## config.mk

```make
export PLATFORM = sky130hd
export DESIGN_NAME = instruction_fetch
export DESIGN_NICKNAME = d
export VERILOG_FILES = /design/src/rtl/jericalla_pkg.sv /design/src/rtl/fetch_hazard_check.sv /design/src/rtl/instruction_fetch.sv
export SDC_FILE = /design/constraint.sdc
export NUM_CORES = 1
export LEC_CHECK = 0
export CAP_MARGIN = 20
export CORE_MARGIN = 2
export CORE_UTILIZATION = 44
export CTS_CLUSTER_SIZE = 8
export DETAILED_ROUTE_END_ITERATION = 8
export PLACE_DENSITY_LB_ADDON = 0.08
export SETUP_SLACK_MARGIN = 0.05
export SLEW_MARGIN = 10
export SYNTH_ARGS = -nofsm -noshare
export SYNTH_HDL_FRONTEND = slang
export SYNTH_SLANG_ARGS = --single-unit
export TNS_END_PERCENT = 5
```

## constraint.sdc

```tcl
create_clock -name clock -period 2.4 [get_ports clock]
set_input_delay 0.36 -clock clock [delete_from_list [all_inputs] [get_ports clock]]
set_output_delay 0.36 -clock clock [all_outputs]
set_load 0.1 [all_outputs]
```

## src/rtl/jericalla_pkg.sv

```systemverilog
// Shared definitions for the Jericalla_plus fetch stage: opcodes, instruction field layout, FSM states.
package jericalla_pkg;

  localparam int unsigned INSTR_WIDTH = 17;
  localparam int unsigned REG_WIDTH   = 5;

  localparam int unsigned OPC_MSB  = 16;
  localparam int unsigned OPC_LSB  = 15;
  localparam int unsigned DST_MSB  = 14;
  localparam int unsigned DST_LSB  = 10;
  localparam int unsigned SRCA_MSB = 9;
  localparam int unsigned SRCA_LSB = 5;
  localparam int unsigned SRCB_MSB = 4;
  localparam int unsigned SRCB_LSB = 0;

  localparam logic [1:0] OPC_SUMA  = 2'b00;
  localparam logic [1:0] OPC_RESTA = 2'b01;
  localparam logic [1:0] OPC_TERN  = 2'b10;
  localparam logic [1:0] OPC_HALT  = 2'b11;

  typedef enum logic [1:0] {
    ST_IDLE = 2'b00,
    ST_RUN  = 2'b01,
    ST_HALT = 2'b10
  } state_e;

endpackage

```

## src/rtl/fetch_hazard_check.sv

```systemverilog
// Read-after-write detector: flags a candidate whose sources match a destination still in flight.
module fetch_hazard_check
  import jericalla_pkg::*;
(
  input  logic [REG_WIDTH-1:0] i_src_a,
  input  logic [REG_WIDTH-1:0] i_src_b,
  input  logic [REG_WIDTH-1:0] i_hist0_dst,
  input  logic                 i_hist0_vld,
  input  logic [REG_WIDTH-1:0] i_hist1_dst,
  input  logic                 i_hist1_vld,
  output logic                 o_hazard_c
);

  logic w_hit0;
  logic w_hit1;

  assign w_hit0 = i_hist0_vld && ((i_src_a == i_hist0_dst) || (i_src_b == i_hist0_dst));
  assign w_hit1 = i_hist1_vld && ((i_src_a == i_hist1_dst) || (i_src_b == i_hist1_dst));
  assign o_hazard_c = w_hit0 || w_hit1;

endmodule

```

## src/rtl/instruction_fetch.sv

```systemverilog
// Fetch stage: PC, constant instruction ROM, IDLE/RUN/HALT control and bubble insertion on RAW hazards.
module instruction_fetch
  import jericalla_pkg::*;
#(
  parameter int unsigned                   DEPTH      = 32,
  parameter int unsigned                   ADDR_WIDTH = $clog2(DEPTH),
  parameter logic [DEPTH*INSTR_WIDTH-1:0]  ROM_INIT   = '0
)(
  input  logic                   clock,
  input  logic                   reset_n,
  input  logic                   start,
  input  logic                   stall,
  output logic [INSTR_WIDTH-1:0] instruction,
  output logic                   instr_valid,
  output logic [ADDR_WIDTH-1:0]  pc,
  output logic                   halted
);

  state_e                 r_state;
  logic [ADDR_WIDTH-1:0]  r_pc;
  logic [INSTR_WIDTH-1:0] r_instr;
  logic                   r_valid;
  logic                   r_halted;
  logic [REG_WIDTH-1:0]   r_hist0_dst;
  logic                   r_hist0_vld;
  logic [REG_WIDTH-1:0]   r_hist1_dst;
  logic                   r_hist1_vld;

  logic [INSTR_WIDTH-1:0] w_rom [DEPTH];
  logic [INSTR_WIDTH-1:0] w_cand;
  logic [REG_WIDTH-1:0]   w_dst;
  logic [REG_WIDTH-1:0]   w_src_a;
  logic [REG_WIDTH-1:0]   w_src_b;
  logic                   w_is_halt;
  logic                   w_hazard;
  logic [ADDR_WIDTH-1:0]  w_pc_next;

  // ROM image is an elaboration-time constant, so the array reduces to a constant mux on r_pc
  always_comb begin
    for (int i = 0; i < int'(DEPTH); i++) begin
      w_rom[i] = ROM_INIT[i*INSTR_WIDTH +: INSTR_WIDTH];
    end
  end

  assign w_cand    = w_rom[r_pc];
  assign w_dst     = w_cand[DST_MSB:DST_LSB];
  assign w_src_a   = w_cand[SRCA_MSB:SRCA_LSB];
  assign w_src_b   = w_cand[SRCB_MSB:SRCB_LSB];
  assign w_is_halt = (w_cand[OPC_MSB:OPC_LSB] == OPC_HALT);
  assign w_pc_next = (r_pc == ADDR_WIDTH'(DEPTH - 1)) ? '0 : r_pc + ADDR_WIDTH'(1);

  fetch_hazard_check u_hazard (
    .i_src_a     (w_src_a),
    .i_src_b     (w_src_b),
    .i_hist0_dst (r_hist0_dst),
    .i_hist0_vld (r_hist0_vld),
    .i_hist1_dst (r_hist1_dst),
    .i_hist1_vld (r_hist1_vld),
    .o_hazard_c  (w_hazard)
  );

  // Control FSM and output register; priority in RUN is stall, halt, hazard, issue
  always_ff @(posedge clock or negedge reset_n) begin
    if (!reset_n) begin
      r_state     <= ST_IDLE;
      r_pc        <= '0;
      r_instr     <= '0;
      r_valid     <= 1'b0;
      r_halted    <= 1'b0;
      r_hist0_dst <= '0;
      r_hist0_vld <= 1'b0;
      r_hist1_dst <= '0;
      r_hist1_vld <= 1'b0;
    end else begin
      case (r_state)
        ST_IDLE: begin
          r_valid <= 1'b0;
          if (start) r_state <= ST_RUN;
        end
        ST_RUN: begin
          if (!stall) begin
            if (w_is_halt) begin
              r_valid  <= 1'b0;
              r_halted <= 1'b1;
              r_state  <= ST_HALT;
            end else if (w_hazard) begin
              r_valid     <= 1'b0;
              r_instr     <= '0;
              r_hist1_dst <= r_hist0_dst;
              r_hist1_vld <= r_hist0_vld;
              r_hist0_vld <= 1'b0;
            end else begin
              r_instr     <= w_cand;
              r_valid     <= 1'b1;
              r_pc        <= w_pc_next;
              r_hist1_dst <= r_hist0_dst;
              r_hist1_vld <= r_hist0_vld;
              r_hist0_dst <= w_dst;
              r_hist0_vld <= 1'b1;
            end
          end
        end
        ST_HALT: begin
          r_valid <= 1'b0;
        end
        default: begin
          r_state <= ST_IDLE;
          r_valid <= 1'b0;
        end
      endcase
    end
  end

  assign instruction = r_instr;
  assign instr_valid = r_valid;
  assign pc          = r_pc;
  assign halted      = r_halted;

endmodule

```

Yosys cells after proc, flatten, opt, wreduce, memory -nomap -nowiden --
Memories as Yosys holds them, arrays and structs flattened. Index checks and enable logic that the tools add are counted.
Operators by class: bitwise operators 5, equal/unequal tests 11, order comparisons 1, add/subtract/negate cells 1, reduce and logical (&&, ||, !) cells 10, multiplexer cells 12
Operator list (number):
- $mux W17 | 3
- $eq A5 B5 Y1 | 4
- $reduce_and A4 Y1 | 2
- $ge A6 B6 Y1 const B | 1
- $mux W2 | 3
- $ne A2 B2 Y1 const B | 3
- $not A5 Y6 | 1
- $pmux W2 S3 | 1
- $reduce_and A3 Y1 | 2
- $add A5 B1 Y5 const B | 1
- $eq A5 B5 Y1 const B | 1
- $mux W5 | 1
- $eq A2 B2 Y1 const B | 2
- $mux W1 | 4
- $not A1 Y1 | 4
- $logic_or A1 B1 Y1 | 3
- $eq A2 B1 Y1 const B | 1
- $logic_and A1 B1 Y1 | 2
- $logic_not A2 Y1 | 1
Word-level totals: register bits 38, memories 1, word-level logic and storage cells 50, output and inout port bits 24, ROM bits 544, input port bits 4
Memories:
- (name not given) | words 32, width 17, read ports 1, clocked after Yosys merged registers in 0, wr ports 0, line instruction_fetch.sv:45 | assign w_cand = w_rom[r_pc];

Logic depth before layout (Yosys ltp) --
word-level depth 12, depth in mapped cells 6, mapped depth without buffers 6

Hierarchy --
A second synthesis with hierarchy kept.
Unflattened totals: cells, all modules 90, area total of the unflattened synthesis 912.1 µm²
Modules (own cells, without submodules):
- instruction_fetch | instances 1, area each 669.4 µm², cells an instance 61, seq. area each 250.2 µm²
- fetch_hazard_check | instances 1, area each 242.7 µm², cells an instance 29, seq. area each 0.0 µm²

Worst setup path after synthesis --
OpenSTA, ideal clock, no wires.
kind register to register, start point reg r_pc[0], in the netlist pc[0], end point reg r_pc[3], in the netlist pc[3], buffers on the path 0, path slack 318 ps, data required time 2237 ps, period minus slack after synthesis 2082 ps, stages on the path, launching flop included 7, setup time 163 ps, arrival 1919 ps, cell sequence dfrtp_1 -> ha_1 -> and3_1 -> ha_1 -> a31oi_1 -> o21ai_0 -> o41ai_1
Between the ends: cells in the longest elaborated chain, start to end 10, elaborated cells on any way between the ends 20, those cells by class add/sub (1); eq/ne (6); mux (3); bitwise (3); reduce/logical (6); memory (1)
Ends and longest elaborated chain:
- from (decl) | line instruction_fetch.sv:20 | logic [ADDR_WIDTH-1:0] r_pc;
- from (signal assigned) | line instruction_fetch.sv:95 | r_pc <= w_pc_next;
- $not A5 Y6 (implied by the code) | line instruction_fetch.sv:45
- $mem_v2 Z32 W17
- $mux W17 (implied by the code) (2 in a row) | line instruction_fetch.sv:45
- $eq A5 B5 Y1 (on tied branches) | line fetch_hazard_check.sv:17, fetch_hazard_check.sv:18
- $logic_or A1 B1 Y1 (on tied branches) | line fetch_hazard_check.sv:17, fetch_hazard_check.sv:18
- $logic_and A1 B1 Y1 (on tied branches) | line fetch_hazard_check.sv:17, fetch_hazard_check.sv:18
- $logic_or A1 B1 Y1 | line fetch_hazard_check.sv:19 | assign o_hazard_c = w_hit0 || w_hit1;
- $not A1 Y1 (no source line)
- $reduce_and A4 Y1 (no source line)
Several ways; a longest one is shown, not always the timed one. The select of a mux whose other input is x is not followed. A chain may end at the register's enable or synchronous reset.

Worst setup path in the final report --
start point reg r_state[1], end point reg r_pc[2], in the netlist pc[2]
Between the ends: cells in the longest elaborated chain, start to end 2
Ends and longest elaborated chain:
- from (decl) | line instruction_fetch.sv:19 | state_e r_state;
- from (signal assigned) | line instruction_fetch.sv:65 | r_state <= ST_IDLE;
- from (signal assigned) | line instruction_fetch.sv:78 | if (start) r_state <= ST_RUN;
- from (signal assigned) | line instruction_fetch.sv:85 | r_state <= ST_HALT;
- $eq A2 B1 Y1 | line instruction_fetch.sv:75 | case (r_state)
- $reduce_and A4 Y1 (no source line)
No other way between the ends.

==> qor.log <==
qor: finish.filler_instances 133
qor: setup_path.critPathSlowestCell or4b_1
qor: clock_network.post-cts-setup-buffers 0
qor: logic_synthesis.synth_compound_gate_area_share 0.08381
qor: grt.global_route_wire_length_before_repair 1.642 mm
qor: logic_synthesis.synth_sequential_area_ratio 0.3810
qor: clock_network.worstSkewPairLatency 0.26 ns
qor: detailed_routing.detailedRoute.firstIterationViolations 1
qor: power.power.leakage 0.3943 nW
qor: setup_path.reg2reg_slack 0.57 ns
qor: setup_path.end_kind flop
qor: logic_synthesis.synth.top_cells.by_area dfrtp_1, buf_4, ha_1, mux2_2, nand2_1
qor: setup_path.crit_type flop to flop
qor: logic_synthesis.post-synth-top-count-cell buf_4
qor: logic_synthesis.postSynthAreaPerCell 9.953 um^2
qor: clock_network.tritoncts_clock_tree done
qor: setup_path.critPathBufInv 1
qor: logic_synthesis.postSynthRegisterBits 10
qor: setup_path.regToRegEndpoint pc[2]
qor: floorplanning.io_pins 28
qor: timing.grt_setup_unrepaired no
qor: logic_synthesis.synth.mux.area_fraction 0.05143
qor: clock_network.tritoncts.num_buffers 3
qor: timing.final_max_slew_viol_count 0
qor: floorplanning.die_area 1818 um^2
qor: power.vdd_ir_drop_max 512.8 uV
qor: clock_network.cts.repair.resized 0
qor: logic_synthesis.synthDominantCellAreaShare 0.3810
qor: setup_path.worst-r2r-cell-count 5
qor: logic_synthesis.synth.cell_area 656.9 um^2
qor: grt.antenna_found_initial 0
qor: logic_synthesis.synthesis.yosys.warnings 0
qor: logic_synthesis.async_reset_ff_frac 1.000
qor: timing.setup-violations-final 0
qor: placement.gpl.final_weighted_congestion 0.6893
qor: placement.port-buffer-count 9
qor: logic_synthesis.area_share_of_and_or_nand_nor_cells_after_synthesis 0.1276
qor: clock_network.clock_path_buffers 2
qor: grt.grt_max_degree 11
qor: placement.hpwl 751.3 um
qor: logic_synthesis.synth.distinct_cells 20
qor: floorplanning.floorplan.die.height 42.64 um
qor: timing.timing.clock.skew 0.0009906 ns
qor: clock_network.clk_pin_slew_worst_paths 0.07 ns
qor: min_path.timing.hold.worst.class input pin to asynchronous set/reset pin
qor: setup_path.worstPathArrival 2.04 ns
qor: setup_path.crit_path_start_kind flop
qor: clock_network.cts_sink_cnt 10
qor: detailed_routing.routed_wire_length_per_instance 10.55 um
qor: detailed_routing.drt_pass1_iterations 4
qor: detailed_routing.drtAntennaViolNets 0
qor: floorplanning.floorplan.rows 13
qor: run_status.run_status complete, no violations
qor: timing.fin_crit 1.835 ns
qor: setup_path.r2r_start r_state[1]
qor: finish.layout-area-overhead-vs-synth 7.238%
qor: floorplanning.chipWidth 42.64 um
qor: grt.overflow 0
qor: clock_network.htreeDepth 1
qor: detailed_routing.finalWirelength 971 um
qor: clock_network.cts_hold_buffers 0
qor: logic_synthesis.synth_xor_xnor_area_share 0
qor: timing.timing.fmax 0.5450 GHz
qor: detailed_routing.vias 433
qor: logic_synthesis.synthTopCellsByCount buf_4, dfrtp_1, nand2_1
qor: job.drv_cap 0
qor: power.power-per-cell-area 1414 nW/um^2
qor: logic_synthesis.synth_enable_flop_cells 0
qor: setup_path.critical_path.cell_chain inv_1, ha_1, or4b_1, nor4b_1, a21o_1
qor: finish.fin_nets 89
qor: finish.num_antenna_cells 0
qor: floorplanning.core 1350 um^2
qor: detailed_routing.vias_per_cell 4.707
qor: setup_path.worstSetupPathDepth 5
qor: timing.final-hold-violation-count 0
qor: timing.final.period_utilization 0.7646
qor: timing.timing.setup.tns 0 ns
qor: setup_path.required 2.61 ns
qor: grt.globalRouteTotalUtil 0.1250
qor: floorplanning.initial_utilization 0.4866
qor: logic_synthesis.synth.largest_area_cell dfrtp_1
qor: setup_path.worst-path-max-fanout 9
qor: finish.post_route_cells_drive_above_1_share 0.1948
qor: grt.first_global_vias 364
qor: logic_synthesis.dominantRegCellSynth dfrtp_1
qor: setup_path.cp_top_family simple AND/OR/NAND/NOR gates
qor: logic_synthesis.syn_inst 66
qor: power.report.power.total 0.9960 mW
qor: logic_synthesis.area_share_of_fa_ha_maj_cells_after_synthesis 0.1143
qor: setup_path.highest_cell_delay_on_the_worst_timing_path 0.62 ns
qor: logic_synthesis.combinational_family_with_the_most_area_after_synthesis buffers and inverters
qor: clock_network.clock_tree.root_cell clkbuf_4
qor: detailed_routing.drc_errors 0
[worst register-to-register path: stages, from the launching register on]
cell,delay [ns]
dfrtp_1,0.38
inv_1,0.12
ha_1,0.24
or4b_1,0.62
nor4b_1,0.31
a21o_1,0.12
[report_power, final]
group | switching (mW) | total [mW] | internal [mW]
clock | 0.0574 | 0.115 | 0.0579
combinational | 0.441 | 0.590 | 0.150
sequential | 0.0597 | 0.291 | 0.231
total | 0.558 | 0.996 | 0.438
[area by class of cell]
class / count / area (um^2) / share of cell area
Multi-Input combinational cell: 50 / 315.3 / 0.4476
Sequential cell: 10 / 250.2 / 0.3552
Timing Repair Buffer: 10 / 82.58 / 0.1172
Clock buffer: 3 / 22.52 / 0.03197
Tap cell: 15 / 18.77 / 0.02664
Inverter: 4 / 15.01 / 0.02131
[stage by stage]
stage          instance area, um^2  utilization  instances  hold slack, ns  worst slack, ns
2_1_floorplan                720.7            -         83         0.06441           0.3178
3_3_place_gp                 681.9       0.5051         89          0.4888           0.4093
3_5_place_dp                 681.9       0.5051         89          0.4996           0.3862
4_1_cts                      704.4       0.5218         92          0.4403           0.5426
5_1_grt                      704.4       0.5218         92          0.4447           0.4221
6_report                     704.4       0.5218         92          0.4210           0.5651
[state kept, by name, summed over array words and instances (netlist names)]
name	flops
instr_valid	1
pc	5
r_hist0_vld	1
r_hist1_vld	1
r_state	2
[worst max path at each step]
stage	from	endpoint	slack, ns
after floorplan	pc[0]	pc[3]	0.32
after global placement	stall	pc[2]	0.41
after detailed placement	stall	pc[2]	0.39
after CTS	r_state[1]	pc[2]	0.54
after global routing	r_state[1]	pc[3]	0.42
final	r_state[1]	pc[2]	0.57
[cells in the final DEF (no fill, tap or decap)]
master / netlist / layout
a21o_1: 1 / 1
a221oi_1: 1 / 1
inv_1: 4 / 4
dfrtp_1: 10 / 10
a31oi_1: 1 / 1
nor3_1: 1 / 1
o21ai_0: 3 / 3
or4b_1: 1 / 1
conb_1: 1 / 18
ha_1: 6 / 6
mux2_2: 3 / 3
nand3_1: 2 / 2
clkbuf_4: 0 / 3
a21o_2: 1 / 1
nor4b_1: 2 / 2
nand2_1: 7 / 7
and2b_2: 1 / 1
o41ai_1: 1 / 1
and3_1: 1 / 1
clkdlybuf4s50_1: 0 / 3
buf_4: 18 / 7
[cells by family after synthesis]
group | after synthesis
compound gates | 8
simple gates | 15
flops | 10
buf+inv | 23
other cells | 1
fa+ha+maj | 6
mux | 3
[layer usage]
layer  GRT usage  wire length, um  vias to the layer above
met5           0                0                        -
met4     0.07500               21                        0
met3     0.04310               60                        4
met2      0.1727              421                       19
met1      0.1649              468                      200
li1            -                -                      210
Note: power is estimated with default switching activity, not from simulation.
